## config.mk

```make
export PLATFORM = sky130hd
export DESIGN_NAME = vga_rect_fill_sequencer
export DESIGN_NICKNAME = d
export VERILOG_FILES = /design/src/rtl/vga_pkg.sv /design/src/rtl/vga_fill_clip.sv /design/src/rtl/vga_rect_fill_sequencer.sv
export SDC_FILE = /design/constraint.sdc
export NUM_CORES = 1
export LEC_CHECK = 0
export BUFFER_PORTS_ARGS = -buffer_cell sky130_fd_sc_hd__clkbuf_2
export CAP_MARGIN = 20
export CORE_UTILIZATION = 55
export DETAILED_ROUTE_END_ITERATION = 8
export GPL_TIMING_DRIVEN = 0
export PLACE_DENSITY = 0.88
export SKIP_LAST_GASP = 1
export SLEW_MARGIN = 20
export SYNTH_ARGS = -nofsm -noshare
export SYNTH_HDL_FRONTEND = slang
export SYNTH_SLANG_ARGS = --single-unit
```

## constraint.sdc

```tcl
create_clock -name clock -period 4.5 [get_ports clock]
set_input_delay 0.45 -clock clock [delete_from_list [all_inputs] [get_ports clock]]
set_output_delay 0.45 -clock clock [all_outputs]
set_load 0.1 [all_outputs]
```

## src/rtl/vga_pkg.sv

```systemverilog
// Shared definitions for the VGA rectangle fill sequencer: register map,
// screen-size helpers, FSM state encoding and the command record.
package vga_pkg;

  // Byte offsets of the VGA peripheral's worker registers from its base.
  typedef enum logic [4:0] {
    REG_EN           = 5'h00,
    REG_X_ADDR       = 5'h04,
    REG_Y_ADDR       = 5'h08,
    REG_DATA         = 5'h0C,
    REG_PALETTE_ADDR = 5'h10,
    REG_COLOR        = 5'h14,
    REG_SCANLINE     = 5'h1C
  } vga_reg_e;

  function automatic logic [11:0] max_w(input int div);
    return 12'(1280 >> div);
  endfunction

  function automatic logic [10:0] max_h(input int div);
    return 11'(960 >> div);
  endfunction

  typedef enum logic [2:0] {
    ST_IDLE,
    ST_VBL,
    ST_VBL_GAP,
    ST_WR_X,
    ST_WR_Y,
    ST_WR_DATA,
    ST_DONE
  } fill_state_e;

  // Colour is carried at the widest (direct 24-bit) size and zero-extended.
  typedef struct packed {
    logic [10:0] x;
    logic [9:0]  y;
    logic [10:0] w;
    logic [9:0]  h;
    logic [23:0] color;
    logic        vblank;
  } fill_cmd_t;

endpackage

```

## src/rtl/vga_fill_clip.sv

```systemverilog
// Combinational clip of a fill rectangle to the visible screen, plus
// detection of commands that cover no visible pixel.
module vga_fill_clip
  import vga_pkg::*;
#(
  parameter int W_DIV_1280 = 1,
  parameter int H_DIV_960  = 1
) (
  input  logic [10:0] x,
  input  logic [9:0]  y,
  input  logic [10:0] w,
  input  logic [9:0]  h,
  output logic [10:0] x_end,
  output logic [9:0]  y_end,
  output logic        empty
);

  localparam logic [11:0] MAX_W = max_w(W_DIV_1280);
  localparam logic [10:0] MAX_H = max_h(H_DIV_960);

  logic [11:0] x_sum;
  logic [10:0] y_sum;

  // Sums are one bit wider than the operands so x+w cannot wrap below MAX.
  always_comb begin
    x_sum = {1'b0, x} + {1'b0, w};
    y_sum = {1'b0, y} + {1'b0, h};
    x_end = (x_sum > MAX_W) ? MAX_W[10:0] : x_sum[10:0];
    y_end = (y_sum > MAX_H) ? MAX_H[9:0] : y_sum[9:0];
    empty = (w == 11'd0) || (h == 10'd0) ||
            ({1'b0, x} >= MAX_W) || ({1'b0, y} >= MAX_H);
  end

endmodule

```

## src/rtl/vga_rect_fill_sequencer.sv

```systemverilog
// Bus master that fills a clipped rectangle with one colour by writing the
// VGA peripheral's X/Y/DATA registers, optionally waiting for vblank first.
module vga_rect_fill_sequencer
  import vga_pkg::*;
#(
  parameter logic [31:0] VGA_ADDR   = 32'h1000_0000,
  parameter int          DEPTH      = 3,
  parameter int          W_DIV_1280 = 1,
  parameter int          H_DIV_960  = 1,
  localparam int         CW         = (DEPTH == 0) ? 24 : DEPTH
) (
  input  logic          clock,
  input  logic          reset_n,
  input  logic          cmd_valid,
  output logic          cmd_ready,
  input  logic [10:0]   cmd_x,
  input  logic [9:0]    cmd_y,
  input  logic [10:0]   cmd_w,
  input  logic [9:0]    cmd_h,
  input  logic [CW-1:0] cmd_color,
  input  logic          cmd_vblank,
  input  logic          abort,
  output logic          busy,
  output logic          done,
  output logic          aborted,
  output logic [31:0]   wr_addr,
  output logic [31:0]   wr_data,
  output logic [3:0]    wr_byteEn,
  output logic          wr_valid,
  input  logic          wr_ready,
  output logic [31:0]   rd_addr,
  output logic [3:0]    rd_byteEn,
  output logic          rd_valid,
  input  logic          rd_ready,
  input  logic [31:0]   rd_data
);

  // Handshake: a beat transfers on a clock edge with valid && ready. While a
  // beat is pending, valid, addr and data hold; on the transfer edge the next
  // beat is presented or valid drops. cmd_valid/cmd_ready follow the same rule.

  fill_state_e state_q, state_d;
  logic        started_q, started_d;
  logic        empty_done_q, empty_done_d;
  logic        aborted_q, aborted_d;
  logic [10:0] x_start_q, x_start_d;
  logic [10:0] cur_x_q, cur_x_d;
  logic [9:0]  cur_y_q, cur_y_d;
  logic [10:0] x_end_q, x_end_d;
  logic [9:0]  y_end_q, y_end_d;
  logic [23:0] color_q, color_d;

  fill_cmd_t   cmd_s;
  logic [10:0] clip_x_end;
  logic [9:0]  clip_y_end;
  logic        clip_empty;
  logic        last_x, last_y;
  logic        unused_rd;

  assign unused_rd = ^rd_data[31:10];

  always_comb begin
    cmd_s.x      = cmd_x;
    cmd_s.y      = cmd_y;
    cmd_s.w      = cmd_w;
    cmd_s.h      = cmd_h;
    cmd_s.color  = 24'(cmd_color);
    cmd_s.vblank = cmd_vblank;
  end

  vga_fill_clip #(
    .W_DIV_1280 (W_DIV_1280),
    .H_DIV_960  (H_DIV_960)
  ) u_clip (
    .x     (cmd_s.x),
    .y     (cmd_s.y),
    .w     (cmd_s.w),
    .h     (cmd_s.h),
    .x_end (clip_x_end),
    .y_end (clip_y_end),
    .empty (clip_empty)
  );

  assign last_x = ({1'b0, cur_x_q} + 12'd1) == {1'b0, x_end_q};
  assign last_y = ({1'b0, cur_y_q} + 11'd1) == {1'b0, y_end_q};

  always_comb begin
    state_d      = state_q;
    started_d    = 1'b1;
    empty_done_d = 1'b0;
    aborted_d    = 1'b0;
    x_start_d    = x_start_q;
    cur_x_d      = cur_x_q;
    cur_y_d      = cur_y_q;
    x_end_d      = x_end_q;
    y_end_d      = y_end_q;
    color_d      = color_q;
    case (state_q)
      ST_IDLE: begin
        if (cmd_valid && cmd_ready) begin
          // Empty commands never leave IDLE, so busy stays low for them.
          if (clip_empty) begin
            empty_done_d = 1'b1;
          end else begin
            x_start_d = cmd_s.x;
            cur_x_d   = cmd_s.x;
            cur_y_d   = cmd_s.y;
            x_end_d   = clip_x_end;
            y_end_d   = clip_y_end;
            color_d   = cmd_s.color;
            state_d   = cmd_s.vblank ? ST_VBL : ST_WR_X;
          end
        end
      end
      ST_VBL: begin
        if (rd_ready) begin
          if (abort) begin
            state_d   = ST_DONE;
            aborted_d = 1'b1;
          end else if (rd_data[9:0] == 10'd0) begin
            state_d = ST_WR_X;
          end else begin
            state_d = ST_VBL_GAP;
          end
        end
      end
      ST_VBL_GAP: begin
        if (abort) begin
          state_d   = ST_DONE;
          aborted_d = 1'b1;
        end else begin
          state_d = ST_VBL;
        end
      end
      ST_WR_X: begin
        if (wr_ready) begin
          if (abort) begin
            state_d   = ST_DONE;
            aborted_d = 1'b1;
          end else begin
            state_d = ST_WR_Y;
          end
        end
      end
      ST_WR_Y: begin
        if (wr_ready) begin
          if (abort) begin
            state_d   = ST_DONE;
            aborted_d = 1'b1;
          end else begin
            state_d = ST_WR_DATA;
          end
        end
      end
      ST_WR_DATA: begin
        // The peripheral advances X itself; only row starts need X/Y writes.
        if (wr_ready) begin
          if (abort) begin
            state_d   = ST_DONE;
            aborted_d = 1'b1;
          end else if (last_x) begin
            cur_x_d = x_start_q;
            if (last_y) begin
              state_d = ST_DONE;
            end else begin
              cur_y_d = cur_y_q + 10'd1;
              state_d = ST_WR_X;
            end
          end else begin
            cur_x_d = cur_x_q + 11'd1;
          end
        end
      end
      ST_DONE: state_d = ST_IDLE;
      default: state_d = ST_IDLE;
    endcase
  end

  always_ff @(posedge clock or negedge reset_n) begin
    if (!reset_n) begin
      state_q      <= ST_IDLE;
      started_q    <= 1'b0;
      empty_done_q <= 1'b0;
      aborted_q    <= 1'b0;
      x_start_q    <= '0;
      cur_x_q      <= '0;
      cur_y_q      <= '0;
      x_end_q      <= '0;
      y_end_q      <= '0;
      color_q      <= '0;
    end else begin
      state_q      <= state_d;
      started_q    <= started_d;
      empty_done_q <= empty_done_d;
      aborted_q    <= aborted_d;
      x_start_q    <= x_start_d;
      cur_x_q      <= cur_x_d;
      cur_y_q      <= cur_y_d;
      x_end_q      <= x_end_d;
      y_end_q      <= y_end_d;
      color_q      <= color_d;
    end
  end

  // All outputs decode registered state, so reset clears them immediately.
  always_comb begin
    cmd_ready = started_q && (state_q == ST_IDLE);
    busy      = (state_q != ST_IDLE);
    done      = (state_q == ST_DONE) || empty_done_q;
    aborted   = aborted_q;
    wr_valid  = 1'b0;
    wr_addr   = '0;
    wr_data   = '0;
    rd_valid  = 1'b0;
    rd_addr   = '0;
    case (state_q)
      ST_WR_X: begin
        wr_valid = 1'b1;
        wr_addr  = VGA_ADDR + 32'(REG_X_ADDR);
        wr_data  = 32'(x_start_q);
      end
      ST_WR_Y: begin
        wr_valid = 1'b1;
        wr_addr  = VGA_ADDR + 32'(REG_Y_ADDR);
        wr_data  = 32'(cur_y_q);
      end
      ST_WR_DATA: begin
        wr_valid = 1'b1;
        wr_addr  = VGA_ADDR + 32'(REG_DATA);
        wr_data  = 32'(color_q);
      end
      ST_VBL: begin
        rd_valid = 1'b1;
        rd_addr  = VGA_ADDR + 32'(REG_SCANLINE);
      end
      default: ;
    endcase
    wr_byteEn = wr_valid ? 4'hF : 4'h0;
    rd_byteEn = rd_valid ? 4'hF : 4'h0;
  end

endmodule

```

==> metrics.txt, run 1 <==
status=complete, no violations; CTS tree=yes; Synth async-reset ratio=1.00; Root Driver=clkbuf_8; Slew Limit Headroom=0.421; CP Launch Type=flip-flop; # DRC=0; per-cell routed wire length=16.1 um; Synth Flop Type=dfrtp_1; Final Hold Viols=0; WL final=15.6 mm; P per Cell Area=approximately 660 nW/um^2; metal3 WL=1.48 mm; CTS Buf Count=9; n_diodes=0; largest net degree at the start of global routing=39; Nets=947; slowest stage cell on the critical path=nor3_1; Starting Density=0.577; I/O Buffers=a little over 90; Synth warnings=0; DR pass1 iterations=5; post-route antenna net violation count=0; FMAX=286 MHz; Hold WC Path Type=in2async; RSZ-0062 raised after global routing=false; met1 wire length=~6.3 mm; minimum clock period=roughly 3.5 ns; io pins=194; number of filler cells placed in the layout=777; # setup viols final=0; critical path peak fanout=10; Synth Register Bits=62; skew final=~0.0074 ns; total power=4310 uW; CP max stage delay=0.69 ns; number of enable flip-flop cells after synthesis=0; Clk Latency, worst-skew pair=0.35 ns; Reg clk slew, reported paths=roughly 0.070 ns; FP Rows=35; Yosys top cell area share=0.286; H-tree Lvls=3; area leader, netlist=dfrtp_1; Highest Signal Layer=met4; Top delay family on crit path=simple AND/OR/NAND/NOR gates; total track usage=0.311; Crit. End Element=flip-flop; die height=101 um; Avg Vias per Cell=5.62; register area share after synthesis=0.286; die area=a little over 10000 sq um; die width=101 um; total of max-cap violations=0; Core ar.=9420 sq um; share of layout cells above drive strength 1=0.255; Crit path arrival time=3.74 ns; total clock sinks=62; setup tns final=0 ns; Area contributors post-synth=dfrtp_1, buf_4, nand2_1, ha_1, xnor2_1; maximum clock path buffer count=2; Resized Gates After CTS=0; LEAKAGE=around 0.0033 uW; Placer Congestion=between 0.8 and 0.9; Setup CP Type=reg2reg; vias=between 5000 and 6000; worst path bufs/invs=3; Avg Cell Area, Syn=8.27 sq um; peak supply drop=between 0.5 and 0.6 mV; initial antenna violation count=0; Post-Syn Instances=about 660; Post-Syn Area=5430 sq um; Final Max Slew Viols=0; CP required=4.74 ns; first-pass GRT wire length=about 24 mm; Netlist cell types=64; Iter 0 DRT Violations=407; vias in the first global route=4886; post-CTS setup buffer count=0; hpwl dp=~12 mm; Area Growth Syn to Fin=20.6%; Hold-fix buffers, CTS=0; Worst Tran Pin Value=0.862 ns; WL met2=7.31 mm; Overflow after GRT=0; ratio of final minimum period to clock period=0.778; crit path cell chain=clkbuf_1, nand2b_1, clkinv_1, nand2_1, nor3_1, nor2_1, clkbuf_1, nor3_1, o22ai_1, a221o_1
[routing by layer]
layer | vias to the layer above | track usage
met2 | 355 | 0.516
met4 | 0 | 0.146
met3 | 47 | 0.0538
met5 | - | 0
met1 | 2499 | 0.395
li1 | 2563 | -
[path summary, 6_finish.rpt]
path,from,end,slack [ns],cells past startpoint
min,reset_n,x_end_q[9],0.03,1
max reg2reg,state_q[2],cur_y_q[7],1.00,10
max in group asynchronous,reset_n,cur_y_q[4],3.95,2
max,state_q[2],cur_y_q[7],1.00,10
min reg2reg,color_q[0],color_q[0],0.49,2
min in group clock,cmd_color[2],color_q[2],0.29,3
[layout by cell type, fill, tap and decap left out, types with 5 or more instances in the layout]
| cell type | instances |
|---|---|
| buf_4 | 91 |
| clkbuf_2 | 91 |
| conb_1 | 79 |
| nand2_1 | 78 |
| dfrtp_1 | 62 |
| nor2_1 | 36 |
| o21ai_0 | 34 |
| a21oi_1 | 33 |
| clkbuf_1 | 29 |
| xnor2_1 | 28 |
| ha_1 | 23 |
| a22o_1 | 20 |
| nand3_1 | 19 |
| xor2_1 | 15 |
| or3_1 | 13 |
| nor3_1 | 12 |
| inv_1 | 11 |
| nor4_1 | 11 |
| o22ai_1 | 10 |
| and3_1 | 9 |
| clkbuf_8 | 9 |
| o211ai_1 | 7 |
| a22oi_1 | 7 |
| and2_1 | 7 |
| nand4_1 | 6 |
| a21o_1 | 6 |
| buf_2 | 5 |
| a211oi_1 | 5 |
[area by class of cell]
| class | count | area, sq um | area share |
|---|---|---|---|
| Timing Repair Buffer | 93 | 483 | 0.0737 |
| Clock inverter | 5 | 50.0 | 0.00764 |
| Tap cell | 129 | 161 | 0.0246 |
| Buffer | 123 | 810 | 0.124 |
| Inverter | 13 | 48.8 | 0.00745 |
| Sequential cell | 62 | 1550 | 0.237 |
| Multi-Input combinational cell | 536 | 3320 | 0.506 |
| Clock buffer | 11 | 131 | 0.0201 |
[power by group]
group          total, uW  internal (uW)  switching, uW
clock                465            252            213
sequential           953            754            199
combinational       2890            749           2140
[per-stage QoR]
step / cell area [sq um] / hold slack, ns / instances / setup slack, ns / utilization
global placement: 6340 / 0.459 / 955 / 0.982 / 0.674
global route: 6550 / 0.0459 / 972 / 0.776 / 0.696
CTS: 6550 / 0.0290 / 972 / 1.17 / 0.695
detailed placement: 6360 / 0.405 / 956 / 0.870 / 0.676
floorplan: 5720 / 0.154 / 734 / 0.538 / -
finish: 6550 / 0.0268 / 972 / 1.00 / 0.696
[kinds of logic (layout without fill, tap and decap cells)]
family                   Yosys count  after routing  share of synthesized area
multiplexers                       7              7                     0.0138
flip-flops                        62             62                      0.286
adder cells (fa/ha/maj)           26             26                     0.0622
other                              2             79                    0.00138
AND/OR/NAND/NOR                  218            218                      0.200
XOR/XNOR                          43             43                     0.0693
buffers and inverters            136            245                      0.158
AO/OA/AOI/OAI                    163            163                      0.209
[flip-flops by register name, summed over array words and instances (netlist names), 3 cells and up]
name,cells
x_end_q,11
y_end_q,10
cur_x_q,11
cur_y_q,10
state_q,3
x_start_q,11
color_q,3
[Yosys cell counts (all sizes together) (13+ instances only)]
cell type	instances
nand3	19
o21ai	34
nand2	78
ha	23
a22o	20
nor2	36
xor2	15
a21oi	33
clkbuf	27
xnor2	28
dfrtp	62
buf	96
or3	13
(Power assumes the default switching activity.)
==> run 2: changes to the inputs <==
--- a/config.mk
+++ b/config.mk
@@ -7,10 +7,10 @@
 export LEC_CHECK = 0
 export BUFFER_PORTS_ARGS = -buffer_cell sky130_fd_sc_hd__clkbuf_2
 export CAP_MARGIN = 20
-export CORE_UTILIZATION = 55
+export CORE_UTILIZATION = 51
 export DETAILED_ROUTE_END_ITERATION = 8
 export GPL_TIMING_DRIVEN = 0
-export PLACE_DENSITY = 0.88
+export PLACE_DENSITY = 0.83
 export SKIP_LAST_GASP = 1
 export SLEW_MARGIN = 20
 export SYNTH_ARGS = -nofsm -noshare
==> constraint.sdc (replaced) <==
create_clock -name clock -period 3.3 [get_ports clock]
set_input_delay 0.33 -clock clock [delete_from_list [all_inputs] [get_ports clock]]
set_output_delay 0.33 -clock clock [all_outputs]
set_load 0.1 [all_outputs]
==> run 2 against run 1 <==
  * Cell area up 1.2%
  * Combinational power up 37%
  * Fmax up 7.7%
  * Count of clock-buffer cells in the layout up 2
  * Critical path depth up 1
  * Clock skew up 0.0017 ns
==> metrics.txt, run 2 (same netlist as run 1, synthesis figures left out) <==
CTS tree=yes; leading cell types in the layout, fill and taps excluded=clkbuf_2, buf_4, conb_1, nand2_1, dfrtp_1; maximum clock path buffer count=2 (unchanged); DR pass1 iterations=5 (unchanged); total clock sinks=62 (unchanged); hold_sp=cmd_color[0]; vias=5340 (-2.3%); Area Growth Syn to Fin=22.1%; peak supply drop=0.890 mV (+57%); die width=105 um (+3.8%); Slew Limit Headroom=0.470 (+0.0495); critical path peak fanout=10 (unchanged); RSZ-0062 raised after global routing=true; hpwl dp=11.6 mm (-7.0%); Starting Density=0.526 (-0.0508); post-layout util=0.642 (-0.0535); Nets=947 (unchanged); Seq pwr share=0.220 (about the same); die area=11100 sq um (+7.7%); Iter 0 DRT Violations=480 (+18%); post-CTS setup buffer count=0 (unchanged); vias in the first global route=4873 (-0.27%); die height=105 um (+3.8%); Hold Crit Depth=3; skew final=0.00915 ns (+0.00172 ns); Reg clk slew, reported paths=0.07 ns (about the same); Final Max Slew Viols=0 (unchanged); CTS Buf Count=9 (unchanged); Crit path arrival time=3.46 ns (-0.28 ns); per-cell routed wire length=15.1 um (-6.2%); Pint=2450 uW (+39%); R2R Setup Slk=0.05 ns (-0.95 ns); total power=5940 uW (+38%); post-route antenna net violation count=0 (unchanged); largest net degree at the start of global routing=46 (+18%); CP Launch Type=flip-flop; # setup viols final=0 (unchanged); initial antenna violation count=0 (unchanged); Critical R2R Launch=cur_x_q[0]; Placer Congestion=0.973 (+8.9%); CP required=3.51 ns (-1.23 ns); FMAX=308 MHz (+7.7%); WL final=14.8 mm (-5.5%); FP Rows=37 (+5.7%); commonest non-fill, non-tap cell in the layout=clkbuf_2; P per Cell Area=896 nW/um^2 (+36%); ratio of final minimum period to clock period=0.985 (+0.207); I/O Buffers=92 (unchanged); Clock power frac=0.115 (+0.007); Reg2Reg Depth=11 (+1); minimum clock period=3.25 ns (-0.249 ns); total track usage=0.272 (-0.0391); Clk Latency, worst-skew pair=0.34 ns (about the same); Avg Vias per Cell=5.45 (-3.0%); total of max-cap violations=0 (unchanged); Final Hold Viols=0 (unchanged); Overflow after GRT=0 (unchanged); Crit. End Element=flip-flop; switching share of power=0.588 (-0.00488); share of layout cells above drive strength 1=0.265 (+0.00949); Largest regs=cur_x_q (11), x_end_q (11), x_start_q (11); Hold WC Path Type=in2reg; io pins=194 (unchanged); Hold Path End=color_q[0]; Root Driver=clkbuf_8; status=complete, no violations; Setup CP Type=reg2reg; LEAKAGE=0.00333 uW (+0.31%); reg2reg end=cur_x_q[5]; # DRC=0 (unchanged); first-pass GRT wire length=23.8 mm (-2.2%); Worst Tran Pin Value=0.791 ns (-0.0705 ns); H-tree Lvls=3 (unchanged); n_diodes=0 (unchanged); Comb pwr share=0.665 (-0.006); Core ar.=10300 sq um (+9.6%); sw power=3490 uW (+37%)
run 2: cell count changes in the layout (fill, tap and decap cells not counted), sizes merged:
cell and change:
clkbuf +1, clkinv -4, dlygate4sd3 +1, clkinvlp +2
run 2: power groups by stage:
stage	sequential, uW	clock (uW)	combinational, uW
2_1_floorplan	1250	0	3320
3_3_place_gp	1290	0	3840
3_5_place_dp	1290	0	3910
4_1_cts	1280	689	3920
5_1_grt	1330	721	4190
6_report	1310	684	3950
run 2: repair_timing:
| item | CTS | global route |
|---|---|---|
| gates resized for setup | 1 | 9 |
| hold buffers | 1 | 0 |
| pin swaps | 0 | 0 |
| setup endpoints to repair | 1 | 25 |
| hold endpoints to repair | 17 | 0 |
run 2: cell type report:
class	instances	area, sq um
fill	914	3690
multi-input combinational	536	3350
sequential	62	1550
buffer	122	807
timing repair buffer	94	500
tap	136	170
clock buffer	13	159
inverter	13	52.6
clock inverter	3	42.5
run 2: how the worst max path moves through the flow:
| stage | startpoint | endpoint | slack, ns | cells after the start |
|---|---|---|---|---|
| final | cur_x_q[0] | cur_x_q[5] | 0.05 | 11 |
| after global routing | cur_x_q[0] | cur_y_q[8] | -0.06 | 10 |
| after CTS | cur_x_q[0] | cur_y_q[8] | 0.06 | 10 |
| after detailed placement | cmd_x[7] | cur_y_q[7] | -0.02 | 11 |
| after global placement | cmd_x[7] | cur_y_q[7] | -0.02 | 11 |
| after floorplan | state_q[2] | cur_y_q[8] | 0.04 | 10 |
run 2: worst max-delay path: stages, from the launching register on:
cell       delay, ns
dfrtp_2         0.48
ha_1            0.26
and4_1          0.26
and4_1          0.24
o32ai_1         0.37
nor4_2          0.11
o2111ai_4       0.19
clkbuf_1        0.48
clkbuf_1        0.39
nand2_1         0.12
o21ai_0         0.12
o21ai_0         0.10
run 2: per-layer routing:
metal / vias up / share of wire / GRT usage
met5: - / 0 / 0
met4: 0 / 0.028 / 0.117
met1: 2432 / 0.43 / 0.368
li1: 2551 / - / -
met2: 322 / 0.45 / 0.430
met3: 35 / 0.096 / 0.0387
run 2: through the flow:
stage          instance area (sq um)  setup TNS (ns)  std cells  setup WS [ns]  hold WS, ns
5_1_grt                         6630          -0.205        979        -0.0648        0.201
6_report                        6630               0        979         0.0496        0.188
3_3_place_gp                    6350         -0.0246        962        -0.0246        0.462
3_5_place_dp                    6380         -0.0154        963        -0.0154        0.264
4_1_cts                         6600               0        980         0.0585        0.189
2_1_floorplan                   5720               0        734         0.0434       0.0344
==> run 3: changes to the inputs <==
--- a/config.mk
+++ b/config.mk
@@ -5,12 +5,13 @@
 export SDC_FILE = /design/constraint.sdc
 export NUM_CORES = 1
 export LEC_CHECK = 0
+export ABC_AREA = 1
 export BUFFER_PORTS_ARGS = -buffer_cell sky130_fd_sc_hd__clkbuf_2
 export CAP_MARGIN = 20
-export CORE_UTILIZATION = 51
+export CORE_UTILIZATION = 53
 export DETAILED_ROUTE_END_ITERATION = 8
 export GPL_TIMING_DRIVEN = 0
-export PLACE_DENSITY = 0.83
+export PLACE_DENSITY = 0.84
 export SKIP_LAST_GASP = 1
 export SLEW_MARGIN = 20
 export SYNTH_ARGS = -nofsm -noshare
==> run 3 against run 2 <==
  * Cell count up 29%
  * Non-clock buffer count down 8
  * Hold slack better by 0.016 ns
  * Largest power group unchanged
  * Highest routed layer unchanged
==> metrics.txt, run 3 <==
Top delay family on crit path=buffers and inverters; H-tree Lvls=3 (unchanged); slowest stage cell on the critical path=clkbuf_2; status=complete, no violations; FP Rows=38 (+2.7%); crit path cell chain=inv_1, nor3_1, clkinv_1, o22ai_1, clkbuf_2; met1 usage=0.374 (+0.00581); die height=110 um (+4.4%); Overflow after GRT=0 (unchanged); Critical R2R Launch=cur_x_q[1]; I/O Buffers=92 (unchanged); Netlist cell types=44 (-31%); Hold Crit Depth=3 (unchanged); Synth warnings=0 (unchanged); CTS Buf Count=9 (unchanged); CP Capture Point=wr_data[8]; sw power=3890 uW (+11%); Worst Tran Pin Value=0.623 ns (-0.168 ns); Pint=2720 uW (+11%); peak supply drop=1.19 mV (+34%); maximum clock path buffer count=2 (unchanged); first-pass GRT wire length=26.5 mm (+11%); Final Hold Viols=0 (unchanged); total power=6610 uW (+11%); total clock sinks=62 (unchanged); Synth async-reset ratio=1.00 (unchanged); Crit path arrival time=2.46 ns (-1.00 ns); Placer Congestion=0.979 (+0.68%); Iter 0 DRT Violations=493 (+2.7%); Core ar.=11100 sq um (+7.3%); post-CTS setup buffer count=0 (unchanged); Comb pwr share=0.655 (-0.010); critical path peak fanout=10 (unchanged); # DRC=0 (unchanged); vias=6328 (+19%); placed insts=1249 (+30%); Post-Syn Area=6160 sq um (+13%); CP Launch Type=flip-flop; minimum clock period=2.79 ns (-0.463 ns); io pins=194 (unchanged); DR pass1 iterations=5 (unchanged); commonest non-fill, non-tap cell in the layout=nand2_1; CP max stage delay=0.51 ns (+0.03 ns); worst path bufs/invs=3 (+1); DP Area=7110 sq um (+11%); die width=110 um (+4.4%); FMAX=359 MHz (+17%); number of enable flip-flop cells after synthesis=0 (unchanged); ratio of final minimum period to clock period=0.845 (-0.140); Clk Latency, worst-skew pair=0.33 ns (about the same); Reg2Reg Depth=13 (+2); switching share of power=0.589 (+0.000759); skew final=0.00711 ns (-0.00204 ns); Avg Vias per Cell=5.00 (-8.4%); Clock power frac=0.147 (+0.032); share of layout cells above drive strength 1=0.243 (-0.0212); Slew Limit Headroom=0.584 (+0.114); top-count cell post-synth=nand2_1; register area share after synthesis=0.252 (-0.0337); Crit. End Element=primary output; met3 Usage GRT=0.0350 (-0.00370); initial antenna violation count=0 (unchanged); Resized Gates After CTS=0 (-1); Root Driver=clkbuf_16; post-route antenna net violation count=0 (unchanged); # setup viols final=0 (unchanged); CP required=2.97 ns (-0.54 ns); Seq pwr share=0.198 (-0.022); total track usage=0.287 (+0.0151); leading cell types in the layout, fill and taps excluded=nand2_1, inv_1, buf_4, clkbuf_2, nand3_1; Starting Density=0.556 (+0.0297); reg2reg end=cur_x_q[6]; RSZ-0062 raised after global routing=false; grt met2 use=0.475 (+0.0445); Reg clk slew, reported paths=0.06 ns (about the same); Setup CP Type=reg2out; largest net degree at the start of global routing=43 (-6.5%); critical path depth=5 (-6); setup tns final=0 ns (unchanged); vias in the first global route=5650 (+16%); total of max-cap violations=0 (unchanged); Final Max Slew Viols=0 (unchanged); Area contributors post-synth=dfrtp_1, nand2_1, buf_4, inv_1, nand3_1; Post-Syn Instances=939 (+43%); Avg Cell Area, Syn=6.56 sq um (-21%); WL final=16.5 mm (+12%); LEAKAGE=0.00429 uW (+29%); P per Cell Area=891 nW/um^2 (-0.56%); n_diodes=0 (unchanged); Worst Setup SP=state_q[2]; Synth Register Bits=62 (unchanged); Yosys top cell area share=0.252 (-0.0337); synth cell count leaders=nand2_1, inv_1, buf_4; Area Growth Syn to Fin=20.5%; per-cell routed wire length=13.0 um (-14%); Nets=1230 (+30%); CTS tree=yes; R2R Setup Slk=1.04 ns (+0.99 ns); hpwl dp=13.3 mm (+15%); Hold WC Path Type=in2reg; die area=12100 sq um (+8.9%); area leader, netlist=dfrtp_1; Hold-fix buffers, CTS=1 (unchanged); Synth Flop Type=dfrtp_1; GR peak layer=met2; Post-Layout Cell Count=1266 (+29%); post-route cell area=7420 sq um (+12%); Largest regs=cur_x_q (11), x_end_q (11), x_start_q (11)
-- run 3: cell families after synthesis --
kind of cell	share of synthesized area
simple gates	0.373
xor+xnor	0.0242
buf+inv	0.210
flops	0.252
other cells	0.00122
fa+ha+maj	0.0532
compound gates	0.0870
-- run 3: layout make-up --
cell class | instances | area, sq um
timing repair buffer | 94 | 493
multi-input combinational | 714 | 3610
clock buffer | 9 | 225
inverter | 126 | 473
sequential | 62 | 1550
buffer | 114 | 818
fill | 996 | 3660
tap | 140 | 175
clock inverter | 7 | 80.1
-- run 3: per-layer routing --
metal / vias up / routed length, um
li1: 3204 / -
met1: 2796 / 7050
met2: 293 / 7600
met3: 35 / 1430
met4: 0 / 433
met5: - / 0
-- run 3: worst min-delay path by stage --
| stage | from | end | slack [ns] |
|---|---|---|---|
| 3_3_place_gp | y_end_q[9] | y_end_q[9] | 0.45 |
| 4_1_cts | cmd_color[1] | color_q[1] | 0.20 |
| 3_5_place_dp | reset_n | cur_y_q[7] | 0.28 |
| 5_1_grt | cmd_color[0] | color_q[0] | 0.22 |
| 2_1_floorplan | reset_n | aborted | 0.03 |
| 6_report | cmd_color[2] | color_q[2] | 0.20 |
-- run 3: metrics by stage --
stage	util	setup WS [ns]	hold WS [ns]
after CTS	0.670	0.523	0.204
after global routing	0.670	0.277	0.217
after detailed placement	0.642	0.877	0.277
final	0.670	0.513	0.204
after global placement	0.639	0.910	0.450
after floorplan	-	0.237	0.0344
-- run 3: tightest hold or removal path: cells and delay by family --
family | cells | cell delay (ns)
and+or+nand+nor | 2 | 0.09
buffers and inverters | 1 | 0.08
-- run 3: power by group through the flow --
stage | logic (uW) | clock network (uW) | registers [uW]
after floorplan | 3590 | 0 | 1270
after global placement | 4230 | 0 | 1300
after detailed placement | 4290 | 0 | 1300
after CTS | 4310 | 970 | 1300
after global routing | 4710 | 1020 | 1350
final | 4330 | 973 | 1310
